===== src/rtl/k12a_fetch_sequencer.sv =====
// Instruction-fetch sequencer: owns the PC, fetches the high then low instruction byte,
// and waits in EXEC for the execute stage before fetching again, jumping or halting.
module k12a_fetch_sequencer #(
   parameter logic [15:0] RESET_PC = 16'h0000
) (
   input  logic        clock,
   input  logic        reset_n,
   input  logic        mem_ready,
   input  logic        exec_done,
   input  logic        jump_en,
   input  logic [15:0] jump_addr,
   input  logic        halt_req,
   input  logic        resume,
   output logic [15:0] addr_out,
   output logic        addr_drive,
   output logic        mem_rd,
   output logic        inst_high_store,
   output logic        inst_low_store,
   output logic        inst_valid,
   output logic        halted,
   output logic [15:0] pc
);

   typedef enum logic [2:0] {
      ST_START    = 3'd0,
      ST_FETCH_HI = 3'd1,
      ST_FETCH_LO = 3'd2,
      ST_EXEC     = 3'd3,
      ST_HALTED   = 3'd4
   } state_t;

   state_t      state;
   state_t      state_nxt;
   logic [15:0] pc_nxt;

   always_ff @(posedge clock or negedge reset_n) begin
      if (!reset_n) begin
         state <= ST_START;
         pc    <= RESET_PC;
      end else begin
         state <= state_nxt;
         pc    <= pc_nxt;
      end
   end

   // START exists so that a strobe cannot fire in the cycle reset deasserts.
   always_comb begin
      state_nxt       = state;
      pc_nxt          = pc;
      addr_out        = 16'h0000;
      addr_drive      = 1'b0;
      mem_rd          = 1'b0;
      inst_high_store = 1'b0;
      inst_low_store  = 1'b0;
      inst_valid      = 1'b0;
      halted          = 1'b0;
      case (state)
         ST_START: begin
            state_nxt = ST_FETCH_HI;
         end
         ST_FETCH_HI: begin
            addr_out   = pc;
            addr_drive = 1'b1;
            mem_rd     = 1'b1;
            if (mem_ready) begin
               inst_high_store = 1'b1;
               pc_nxt          = pc + 16'd1;
               state_nxt       = ST_FETCH_LO;
            end
         end
         ST_FETCH_LO: begin
            addr_out   = pc;
            addr_drive = 1'b1;
            mem_rd     = 1'b1;
            if (mem_ready) begin
               inst_low_store = 1'b1;
               pc_nxt         = pc + 16'd1;
               state_nxt      = ST_EXEC;
            end
         end
         ST_EXEC: begin
            inst_valid = 1'b1;
            if (exec_done) begin
               if (jump_en) begin
                  pc_nxt = jump_addr;
               end
               state_nxt = halt_req ? ST_HALTED : ST_FETCH_HI;
            end
         end
         ST_HALTED: begin
            halted = 1'b1;
            if (resume) begin
               state_nxt = ST_FETCH_HI;
            end
         end
         default: begin
            state_nxt = ST_START;
         end
      endcase
   end

endmodule


===== config.mk =====
export PLATFORM = sky130hd
export DESIGN_NAME = k12a_fetch_sequencer
export DESIGN_NICKNAME = d
export VERILOG_FILES = /design/src/rtl/k12a_fetch_sequencer.sv
export SDC_FILE = /design/constraint.sdc
export NUM_CORES = 1
export LEC_CHECK = 0
export ABC_AREA = 1
export BUFFER_PORTS_ARGS = -buffer_cell sky130_fd_sc_hd__buf_2
export CORE_ASPECT_RATIO = 0.9
export CORE_MARGIN = 2
export CORE_UTILIZATION = 52
export CTS_CLUSTER_DIAMETER = 200
export DETAILED_ROUTE_END_ITERATION = 12
export HOLD_SLACK_MARGIN = 0.06
export PLACE_DENSITY_LB_ADDON = 0.25
export SLEW_MARGIN = 20
export SYNTH_ARGS = -nofsm -noshare
export SYNTH_HDL_FRONTEND = slang
export SYNTH_SLANG_ARGS = --single-unit
export TNS_END_PERCENT = 1

===== constraint.sdc =====
create_clock -name clock -period 2.4 [get_ports clock]
set_input_delay 0.12 -clock clock [delete_from_list [all_inputs] [get_ports clock]]
set_output_delay 0.12 -clock clock [all_outputs]
set_load 0.05 [all_outputs]

* After elaboration in Yosys (flattened, before gate mapping) *
Index checks and enable logic that the tools add are counted.

word-level totals
  bits in registers = 19
  output and inout port bits = 38

operators by class
  add/sub/neg operators = 1
  equal/unequal tests = 10
  multiplexer cells = 17
  reductions and logical operators = 5

operators with widths
  cell                                                  number
  2-to-1 mux 16 bit                                     4
  one-hot mux 16 bit (2 select lines)                   1
  adder 16 x 1 -> 16 bit (second input constant)        1
  2-to-1 mux 3 bit                                      5
  one-hot mux 3 bit (5 select lines)                    1
  != test 2 bit (second input constant)                 5
  AND reduction 4 bit                                   2
  equality test 3 x 2 -> 1 bit (second input constant)  2
  2-to-1 mux 1 bit                                      6
  equality test 3 x 1 -> 1 bit (second input constant)  1
  equality test 3 bit (second input constant)           1
  zero test 3 bit                                       1
  != test 2 x 1 -> 1 bit (second input constant)        1
  nonzero test 2 bit                                    1
  OR reduction 2 bit                                    1

* Longest topological paths before layout *
Gate-level depths: netlist of the first run.

  word-level depth = 4
  gate-level depth with buffers = 10
  gate-level depth less buffers = 9

* Least setup slack after synthesis of the first run *
Ideal clock, no wire load.

  path kind = register to register
  start = register state[1]
  end = register state[0]
  setup time = 129 ps
  arrival = 1,978 ps
  path slack = 293 ps
  cell stages (with the launch flop) = 5
  path buffers = 0
  clock period less this slack = 2,107 ps
  cells stage by stage = dfrtp_1 -> nor3_1 -> nand2_1 -> nand3b_1 -> o21ai_0

between the ends
  cells in the longest elaborated chain, start to end = 3
  elaborated cells between the ends (all ways) = 11

RTL lines
  item                                         RTL line  text
  from (decl)                                  32        state_t state;
  from (signal assigned)                       41        state <= state_nxt;
  equality test 3 bit (tied with other cells)  57        case (state)
  != test 2 bit (no line)                      --
  AND reduction 4 bit (no line)                --

Parallel ways exist; a longest one is shown, timed or not.
A chain may end at the register's enable or synchronous reset.

* Final worst setup path of the first run *
  start = register state[1]
  end = output addr_out[5]

between the ends
  cells in the longest elaborated chain, start to end = 3
  elaborated cells between the ends (all ways) = 4

RTL lines
  item                                                                                 RTL line  text
  equality test 3 x 2 -> 1 bit / equality test 3 x 1 -> 1 bit (equally long branches)  57
  OR reduction 2 bit (no line) *                                                       --
  2-to-1 mux 16 bit *                                                                  57
  to (decl)                                                                            14        output logic [15:0] addr_out,

Mark *: on every way between the ends. The rest lies on a longest branch, timed or not.

==> results of run 1 <==
==> synth_stat cells, drive strengths merged <==
library cell	number
o21bai	2
nand3b	2
dfrtp	19
nand3	23
nor2	51
a31oi	1
xor2	3
nand4	3
buf	6
nand2	75
inv	29
mux2i	2
clkbuf	1
nor3	1
ha	1
o21ai	19
==> kinds of logic after synthesis <==
group	count (synthesis)	synth area share, %
muxes	2	1.36
and+or+nand+nor	155	45.2
adders and majority gates	1	0.848
buffers and inverters	36	10.7
DFF	19	32.2
xor gates and xnor gates	3	1.78
AOI/OAI and AO/OA	22	7.89
==> placed cells by master, fill, tap and decap left out, drive strengths merged, types with 2 or more instances in the layout <==
| master | netlist | routed |
|---|---|---|
| o21ai | 19 | 19 |
| nand3 | 23 | 23 |
| nand2 | 75 | 75 |
| dfrtp | 19 | 19 |
| o21bai | 2 | 2 |
| nand4 | 3 | 3 |
| nor2 | 51 | 51 |
| mux2i | 2 | 2 |
| buf | 6 | 61 |
| clkbuf | 1 | 3 |
| xor2 | 3 | 3 |
| nand3b | 2 | 2 |
| inv | 29 | 29 |
==> metal layers <==
layer	wire length (um)	vias up	share of wire, %
li1	-	864	-
met1	1680	734	46
met2	1720	52	47
met3	195	4	5.4
met4	37	0	1.0
met5	0	-	0
==> worst min-delay path by stage <==
stage	to	slack (ps)	depth (start not counted)
global route	pc[1]	90	3
finish	pc[1]	80	3
floorplan	pc[0]	-180	0
global placement	pc[1]	90	1
CTS	pc[1]	80	3
detailed placement	pc[3]	90	1
==> sequential cells by signal, indices dropped and copies added, names as in the netlist <==
register	flops
pc	16
state	3
==> area by class of cell <==
type                    instances  share of cell area [%]
clock buffers                   3                    1.24
clock inverters                 1                   0.275
inverters                      29                    5.98
multi-input cells             183                    46.2
flip-flops and latches         19                    26.1
well taps                      40                    2.75
repair buffers                 62                    17.4
==> metrics by stage <==
| stage | worst slack, ps | util, % | hold slack, ps | cells |
|---|---|---|---|---|
| after floorplan | 293 | - | -176 | 238 |
| after global placement | 884 | 65.5 | 86.2 | 332 |
| after detailed placement | 823 | 65.5 | 85.2 | 332 |
| after CTS | 591 | 66.9 | 83.5 | 337 |
| after global routing | 466 | 66.9 | 92.4 | 337 |
| final | 586 | 66.9 | 83.1 | 337 |
==> critical path, stage by stage, from the launching register on <==
cell and delay [ps]:
dfrtp_1 460, nor2_2 150, nand2_1 80, nand2_2 120
inv_2 150, nor2_1 140, buf_2 280
==> repair_timing <==
action	4_1_cts	5_1_grt
hold buffers	1	0
setup buffers	0	0
hold endpoints to repair	19	0
==> out/metrics.csv, run 1 <==
stage,metric,value,unit
cts,CTS clock-pin slew for the worst setup and hold paths,110,ps
critical_path,"Arr. time, crit path",1690,ps
final_layout,proportion of layout cells with a drive suffix above 1,26.3,%
global_route,antenna violations before repair,0,
cts,CTS Buf Count,3,
yosys,Synth Cell Area,1480,sq um
cts,clock sink count,19,
critical_path,Crit path required time,2280,ps
critical_path,critical path endpoint,addr_out[5],
floorplanning,# rows,18,
drt,DR WL/cell,10.8,um
outcome,run status,"complete, no violations",
final_layout,ANT cells,0,
floorplanning,Ports,61,
timing,RSZ-0062 raised after global routing,no,
place,DP Area,1780,sq um
global_route,pin count of the biggest net entering global routing,25,
global_route,met3 Use GR,2.13,%
critical_path,reg2reg path depth,8,
floorplanning,die area,3280,sq um
timing,actual slew at the worst max-slew pin,444,ps
floorplanning,Die Y-Extent,54.5,um
cts,CTS H-tree lvls,1,
job,total of max-cap violations,0,
timing,relative slew slack,70.4,%
cts,root buffer cell,clkbuf_4,
global_route,first-pass GRT wire length,5840,um
yosys,Syn Nets,262,
timing,clock skew,7.65,ps
floorplanning,core area,2730,sq um
timing,fin crit share,75.6,%
drt,Post-route DRC,0,
critical_path,crit path launch type,flop,
critical_path,Reg2Reg Setup Slack,800,ps
yosys,share of the synthesized area in the top cell type,32.2,%
floorplanning,Die X,60.1,um
timing,setup TNS,0,ps
timing,final slew viol count,0,
global_route,GRT Util Overall,24.0,%
critical_path,Crit. End Element,primary output,
yosys,Synth Warn #,0,
min_path,Hold Startpoint,jump_addr[1],
timing,Max Freq,0.551,GHz
drt,Routed Antenna Nets,0,
global_route,met1 Usage GRT,32.0,%
critical_path,Crit Path Max Fanout,17,
yosys,sequential area share after synthesis,32.2,%
critical_path,Crit. Startpoint,state[1],
timing,Tmin final,1810,ps
critical_path,CP Class,flop to primary output,
yosys,Mapped Cells,238,
final_layout,footprint of the multi-input gates,842,sq um
final_layout,NumNets Final,322,
timing,Fin. Hold Viols,0,
drt,DR vias/cell,4.91,
critical_path,RR Endpoint,pc[7],
drt,DR vias,1654,
place,Final HPWL DP,2700,um
yosys,Yosys reg bits,19,
global_route,GRT overflow,0,
floorplanning,Initial Util,54.1,%
min_path,Hold Path Class,input port to flop,
yosys,syn_area_per_cell,6.20,sq um
drt,total wire length,3630,um
timing,final setup vio count,0,
final_layout,Fillers,246,
cts,CTS max path bufs,2,
global_route,vias in the first global route,1373,
final_layout,Layout Area Growth over Synthesis,23.5,%
critical_path,Reg-to-Reg Start,state[2],
yosys,post-synth top area cell,dfrtp_1,
cts,PostCTS Resize Cnt,0,
place,port bufs,60,
global_route,GR peak layer,met2,
yosys,synth top area cells,"dfrtp_1 (32%), nand2_1 (19%), nor2_1 (12%)",
final_layout,Seq. cell area,475,sq um
drt,1st-pass router iterations,4,
yosys,Netlist cell types,25,
drt,drt initial violations,85,
place,RePlAce Congestion,0.817,
final_layout,post-route cell area,1820,sq um
cts,worst skew pair latency,310,ps
global_route,GR Util met2,41.1,%
cts,CTS tree,yes,
Power of run 1 is not shown: default switching activity piles up to over one toggle a cycle in this logic, so the estimate is an artifact.
==> inputs of run 2 (changes only) <==
Settings changed: ABC_AREA 1 to 0, CORE_UTILIZATION 52 to 42.
Clock period 2.4 ns to 1.45 ns, I/O delays scaled along.
==> out/metrics.csv, run 2 <==
stage,metric,value,unit,change
outcome,run status,"complete, but fails checks",,
outcome,failing checks,setup timing,,
timing,Tmin final,1590,ps,
yosys,fraction of registers with async set/reset,100,%,unchanged
global_route,antenna violations before repair,0,,unchanged
final_layout,Top reg by flops,pc,,
critical_path,most frequent CP cell,buf_6,,
place,port bufs,60,,unchanged
global_route,pin count of the biggest net entering global routing,22,,-12%
yosys,dominant synthesized flop cell,dfrtp_1,,
job,total of max-cap violations,0,,unchanged
drt,drt initial violations,73,,-14%
critical_path,crit-path leading delay family,flip-flops,,
yosys,"count leader, synth",a21oi_1,,
floorplanning,Initial Util,43.7,%,-10 points
cts,worst skew pair latency,300,ps,about the same
yosys,Synth Cell Area,1330,sq um,-9.9%
critical_path,Crit Path Max Fanout,10,,-7
drt,total wire length,4300,um,+19%
critical_path,Worst path depth,4,,-2
final_layout,ANT cells,0,,unchanged
cts,clock sink count,19,,unchanged
final_layout,most frequent cells in the layout,"buf_2 (38), buf_4 (30), a21oi_1 (27), buf_6 (22), nand2_1 (20)",,
drt,Post-route DRC,0,,unchanged
timing,clock skew,4.56,ps,-3.09 ps
critical_path,critical path's largest stage delay,470,ps,about the same
drt,DR vias,1623,,-1.9%
cts,CTS clock-pin slew for the worst setup and hold paths,110,ps,about the same
drt,DR WL/cell,14.3,um,+33%
critical_path,"Arr. time, crit path",1520,ps,-170 ps
cts,CTS Buf Count,3,,unchanged
critical_path,Crit path required time,1380,ps,-900 ps
timing,actual slew at the worst max-slew pin,437,ps,-7.34 ps
final_layout,"most common cell after layout, fill and taps aside",buf_2,,
floorplanning,core area,3040,sq um,+12%
drt,1st-pass router iterations,4,,unchanged
cts,CTS max path bufs,2,,unchanged
final_layout,Largest register FFs,16,,unchanged
drt,Routed Antenna Nets,0,,unchanged
cts,CTS H-tree lvls,1,,unchanged
place,Final HPWL DP,3110,um,+15%
timing,Max Freq,0.628,GHz,
final_layout,final core utilization,70.7,%,+3.8 points
final_layout,proportion of layout cells with a drive suffix above 1,49.8,%,+24 points
min_path,Hold Path Class,input port to flop,,
global_route,first-pass GRT wire length,6820,um,+17%
floorplanning,Die Y-Extent,57.4,um,+5.2%
critical_path,crit path launch type,flop,,
critical_path,reg2reg path depth,5,,-3
timing,relative slew slack,70.9,%,+0.49 points
yosys,Yosys reg bits,19,,unchanged
min_path,hold depth,3,,unchanged
yosys,synth top area cells,"dfrtp_1 (36%), a21oi_1 (10%), and3_1 (6.1%)",,
global_route,GRT overflow,0,,unchanged
yosys,post-synth top area cell,dfrtp_1,,
drt,DR vias/cell,5.39,,+9.9%
critical_path,CP Class,flop to primary output,,
timing,final worst slack,-143,ps,-729 ps
final_layout,Layout Area Growth over Synthesis,61.9,%,
global_route,GRT Util Overall,24.0,%,about the same
critical_path,critical path's slowest cell,dfrtp_2,,
timing,final slew viol count,0,,unchanged
yosys,Netlist cell types,38,,+52%
critical_path,Reg2Reg Setup Slack,-120,ps,-920 ps
timing,final setup vio count,34,,+34
timing,RSZ-0062 raised after global routing,yes,,
timing,setup TNS,-2660,ps,-2660 ps
floorplanning,# rows,19,,+1
place,RePlAce Congestion,0.820,,+0.33%
timing,Fin. Hold Viols,0,,unchanged
yosys,"EDFF count, synth",0,,unchanged
cts,CTS tree,yes,,
yosys,most frequent cells after synthesis,"a21oi_1 (27), nand2_1 (20), dfrtp_1 (19), o21ai_0 (16), and3_1 (13)",,
yosys,Syn Nets,193,,-26%
yosys,syn_area_per_cell,7.86,sq um,+27%
cts,root buffer cell,clkbuf_4,,
final_layout,NumNets Final,284,,-12%
timing,fin crit share,110,%,
yosys,sequential area share after synthesis,35.8,%,+3.6 points
timing,final hold slack,75.1,ps,-8.01 ps
final_layout,top flop regs,"pc (16), state (3)",,
critical_path,Bufs and invs on worst path,2,,unchanged
floorplanning,Die X,63.3,um,+5.2%
critical_path,"critical path, cell by cell",xor2_4 > buf_6 > and3_1 > buf_6,,
critical_path,Crit. End Element,primary output,,
place,Place WS,-98.5,ps,-921 ps
floorplanning,die area,3630,sq um,+11%
yosys,Synth Warn #,0,,unchanged
floorplanning,Ports,61,,unchanged
global_route,vias in the first global route,1482,,+7.9%
yosys,Mapped Cells,169,,-29%
yosys,share of the synthesized area in the top cell type,35.8,%,+3.6 points
## run 2: changes by cell type in the layout (fill, tap and decap cells not counted), sizes merged, moves of 13 or more
cell / change
nor2: -42
inv: -23
buf: +31
nand2: -55
and3: +19
a21oi: +28
nand3: -13
## run 2: per-layer routing
metal / share of wire, % / vias to the layer above / GRT usage (%) / wire length [um]
met3: 6.7 / 6 / 5.52 / 288
met2: 48 / 62 / 38.3 / 2050
li1: - / 798 / - / -
met4: 1.1 / 0 / 7.76 / 48
met1: 44 / 757 / 32.7 / 1910
met5: 0 / - / 0 / 0
## run 2: kinds of logic after synthesis
| kind of cell | count (synthesis) | share of synthesized area [%] |
|---|---|---|
| AND/OR/NAND/NOR | 70 | 28.0 |
| AO/OA/AOI/OAI | 60 | 26.7 |
| flip-flops | 19 | 35.8 |
| buffers and inverters | 16 | 5.74 |
| multiplexers | 2 | 1.60 |
| XOR/XNOR | 1 | 1.22 |
| adder cells (fa/ha/maj) | 1 | 0.941 |
## run 2: worst paths after layout
| kind | from | to |
|---|---|---|
| max | state[0] | addr_out[7] |
| min | jump_addr[0] | pc[0] |
| max reg2reg | state[0] | state[1] |
| min reg2reg | pc[14] | pc[14] |
| max in group asynchronous | reset_n | pc[7] |
| min in group asynchronous | reset_n | pc[15] |
## run 2: cell type report
| cell class | instances | area, sq um |
|---|---|---|
| Tap cell | 42 | 52.6 |
| Timing Repair Buffer | 96 | 733 |
| Clock inverter | 1 | 5.00 |
| Inverter | 6 | 22.5 |
| Multi-Input combinational cell | 134 | 825 |
| Fill cell | 262 | 892 |
| Sequential cell | 19 | 490 |
| Clock buffer | 3 | 22.5 |
## run 2: through the flow
stage | area, sq um | instances
after floorplan | 1380 | 169
after global placement | 1890 | 291
after detailed placement | 1890 | 291
after CTS | 2120 | 301
after global routing | 2150 | 301
final | 2150 | 301
## run 2: what timing repair did
item | in CTS | in global routing
setup endpoints to repair | 39 | 39
resized for setup | 49 | 6
hold buffers | 4 | 0
hold endpoints to repair | 22 | 0
gates cloned | 0 | 0
buffers inserted | 2 | 0
## run 2: worst register-to-register path: cells and delay by family, from the launching register on
family | cells | cell delay [ps]
compound gates | 1 | 130
xor+xnor | 1 | 210
flops | 1 | 470
mux | 1 | 360
simple gates | 2 | 290
Power of run 2 is left out for the same reason.
==> inputs of run 3 (changes only) <==
Settings changed: CTS_BUF_LIST set to sky130_fd_sc_hd__clkbuf_16.
==> out/metrics.csv, run 3 (synthesis results as in run 2) <==
stage,metric,value,unit,change
outcome,run status,"complete, but fails checks",,
outcome,failing checks,setup timing,,
min_path,hold depth,3,,unchanged
place,port bufs,60,,unchanged
timing,RSZ-0062 raised after global routing,yes,,
timing,relative slew slack,71.4,%,+0.55 points
global_route,pin count of the biggest net entering global routing,22,,unchanged
global_route,GRT overflow,0,,unchanged
drt,DR WL/cell,14.7,um,+2.8%
timing,final worst slack,-73.3,ps,+70.2 ps
global_route,antenna violations before repair,0,,unchanged
floorplanning,Initial Util,43.7,%,unchanged
cts,CTS clock-pin slew for the worst setup and hold paths,50,ps,-60 ps
critical_path,reg2reg path depth,5,,unchanged
timing,final setup vio count,23,,-32%
drt,Post-route DRC,0,,unchanged
critical_path,Crit Path Max Fanout,4,,-6
final_layout,proportion of layout cells with a drive suffix above 1,50.4,%,+0.58 points
floorplanning,Ports,61,,unchanged
cts,root buffer cell,clkbuf_16,,
final_layout,most frequent cells in the layout,"buf_2 (38), buf_4 (30), a21oi_1 (27), buf_6 (21), nand2_1 (20)",,
drt,total wire length,4380,um,+1.7%
place,Place WS,-98.5,ps,unchanged
drt,DR vias/cell,5.52,,+2.4%
critical_path,"Arr. time, crit path",1650,ps,+130 ps
job,total of max-cap violations,0,,unchanged
timing,clock skew,3.25,ps,-1.31 ps
final_layout,NumNets Final,281,,-1.1%
global_route,first-pass GRT wire length,6940,um,+1.7%
final_layout,Largest register FFs,16,,unchanged
floorplanning,Die X,63.3,um,unchanged
cts,CTS H-tree lvls,1,,unchanged
global_route,GRT Util Overall,24.3,%,+0.25 points
drt,DR vias,1645,,+1.4%
critical_path,crit path launch type,flop,,
drt,drt initial violations,94,,+29%
timing,actual slew at the worst max-slew pin,429,ps,-8.23 ps
cts,CTS Buf Count,3,,unchanged
floorplanning,# rows,19,,unchanged
timing,Max Freq,0.656,GHz,+4.6%
final_layout,top flop regs,"pc (16), state (3)",,
final_layout,ANT cells,0,,unchanged
global_route,GR peak layer,met2,,
final_layout,Layout Area Growth over Synthesis,63.3,%,
min_path,Hold Path Class,input port to flop,,
cts,worst skew pair latency,250,ps,-50 ps
drt,Routed Antenna Nets,0,,unchanged
critical_path,Crit path required time,1580,ps,+200 ps
final_layout,Top reg by flops,pc,,
global_route,met3 Use GR,4.54,%,-0.99 points
critical_path,Crit. End Element,flop,,
timing,Fin. Hold Viols,0,,unchanged
timing,Tmin final,1520,ps,-70.2 ps
floorplanning,Die Y-Extent,57.4,um,unchanged
global_route,GR Util met2,39.8,%,+1.5 points
timing,fin crit share,105,%,-4.8 points
timing,final slew viol count,0,,unchanged
cts,CTS max path bufs,2,,unchanged
global_route,vias in the first global route,1476,,-0.40%
critical_path,CP Class,flop to flop,,
cts,CTS tree,yes,,
global_route,met1 Usage GRT,33.6,%,+0.87 points
place,Final HPWL DP,3110,um,unchanged
drt,1st-pass router iterations,4,,unchanged
cts,clock sink count,19,,unchanged
place,RePlAce Congestion,0.820,,unchanged
floorplanning,die area,3630,sq um,unchanged
floorplanning,core area,3040,sq um,unchanged
final_layout,"most common cell after layout, fill and taps aside",buf_2,,
## run 3: cell count changes in the layout (fill, tap and decap cells not counted), sizes merged
cell / delta
dlygate4sd3: -3
## run 3: stage by stage
stage               utilization [%]  instances  setup TNS, ps  hold slack, ps  area (sq um)
detailed placement             62.1        291           -580            38.4          1890
global placement               62.1        291           -182            37.2          1890
finish                         71.3        298           -980            71.4          2170
global route                   71.3        298          -3410            87.9          2170
floorplan                         -        169           -915            -223          1380
CTS                            70.0        298          -1010            71.4          2130
## run 3: path summary, 6_finish.rpt
path | from | slack (ps) | endpoint
setup / recovery | state[0] | -70 | state[1]
hold / removal | jump_addr[1] | 70 | pc[1]
setup reg to reg | state[0] | -70 | state[1]
hold reg to reg | pc[14] | 540 | pc[14]
max in group asynchronous | reset_n | 830 | pc[7]
min in group asynchronous | reset_n | 300 | pc[12]
## run 3: worst max-delay path, cell delays in order (launching register included)
cell and delay, ps:
dfrtp_2 450, xor2_4 210, and2_4 160, o2bb2ai_2 140, nor2_2 140, mux2_4 320
## run 3: timing repair
action	4_1_cts	5_1_grt
gates resized for setup	45	11
endpoints found under the setup margin	39	39
hold buffers	1	0
hold endpoints to repair	19	0
buffers inserted	2	0
## run 3: area by class of cell
type / count / area [sq um]
inverter: 6 / 22.5
multi-input combinational: 134 / 817
clock inverter: 1 / 5.00
fill: 260 / 873
clock buffer: 3 / 75.1
sequential: 19 / 490
tap: 42 / 52.6
timing repair buffer: 93 / 707
## run 3: per-layer routing
| layer | part of all wire [%] | routed length (um) |
|---|---|---|
| met4 | 1.0 | 44 |
| met2 | 47 | 2080 |
| met3 | 6.9 | 304 |
| met1 | 45 | 1950 |
| met5 | 0 | 0 |
Power of run 3 is left out for the same reason.
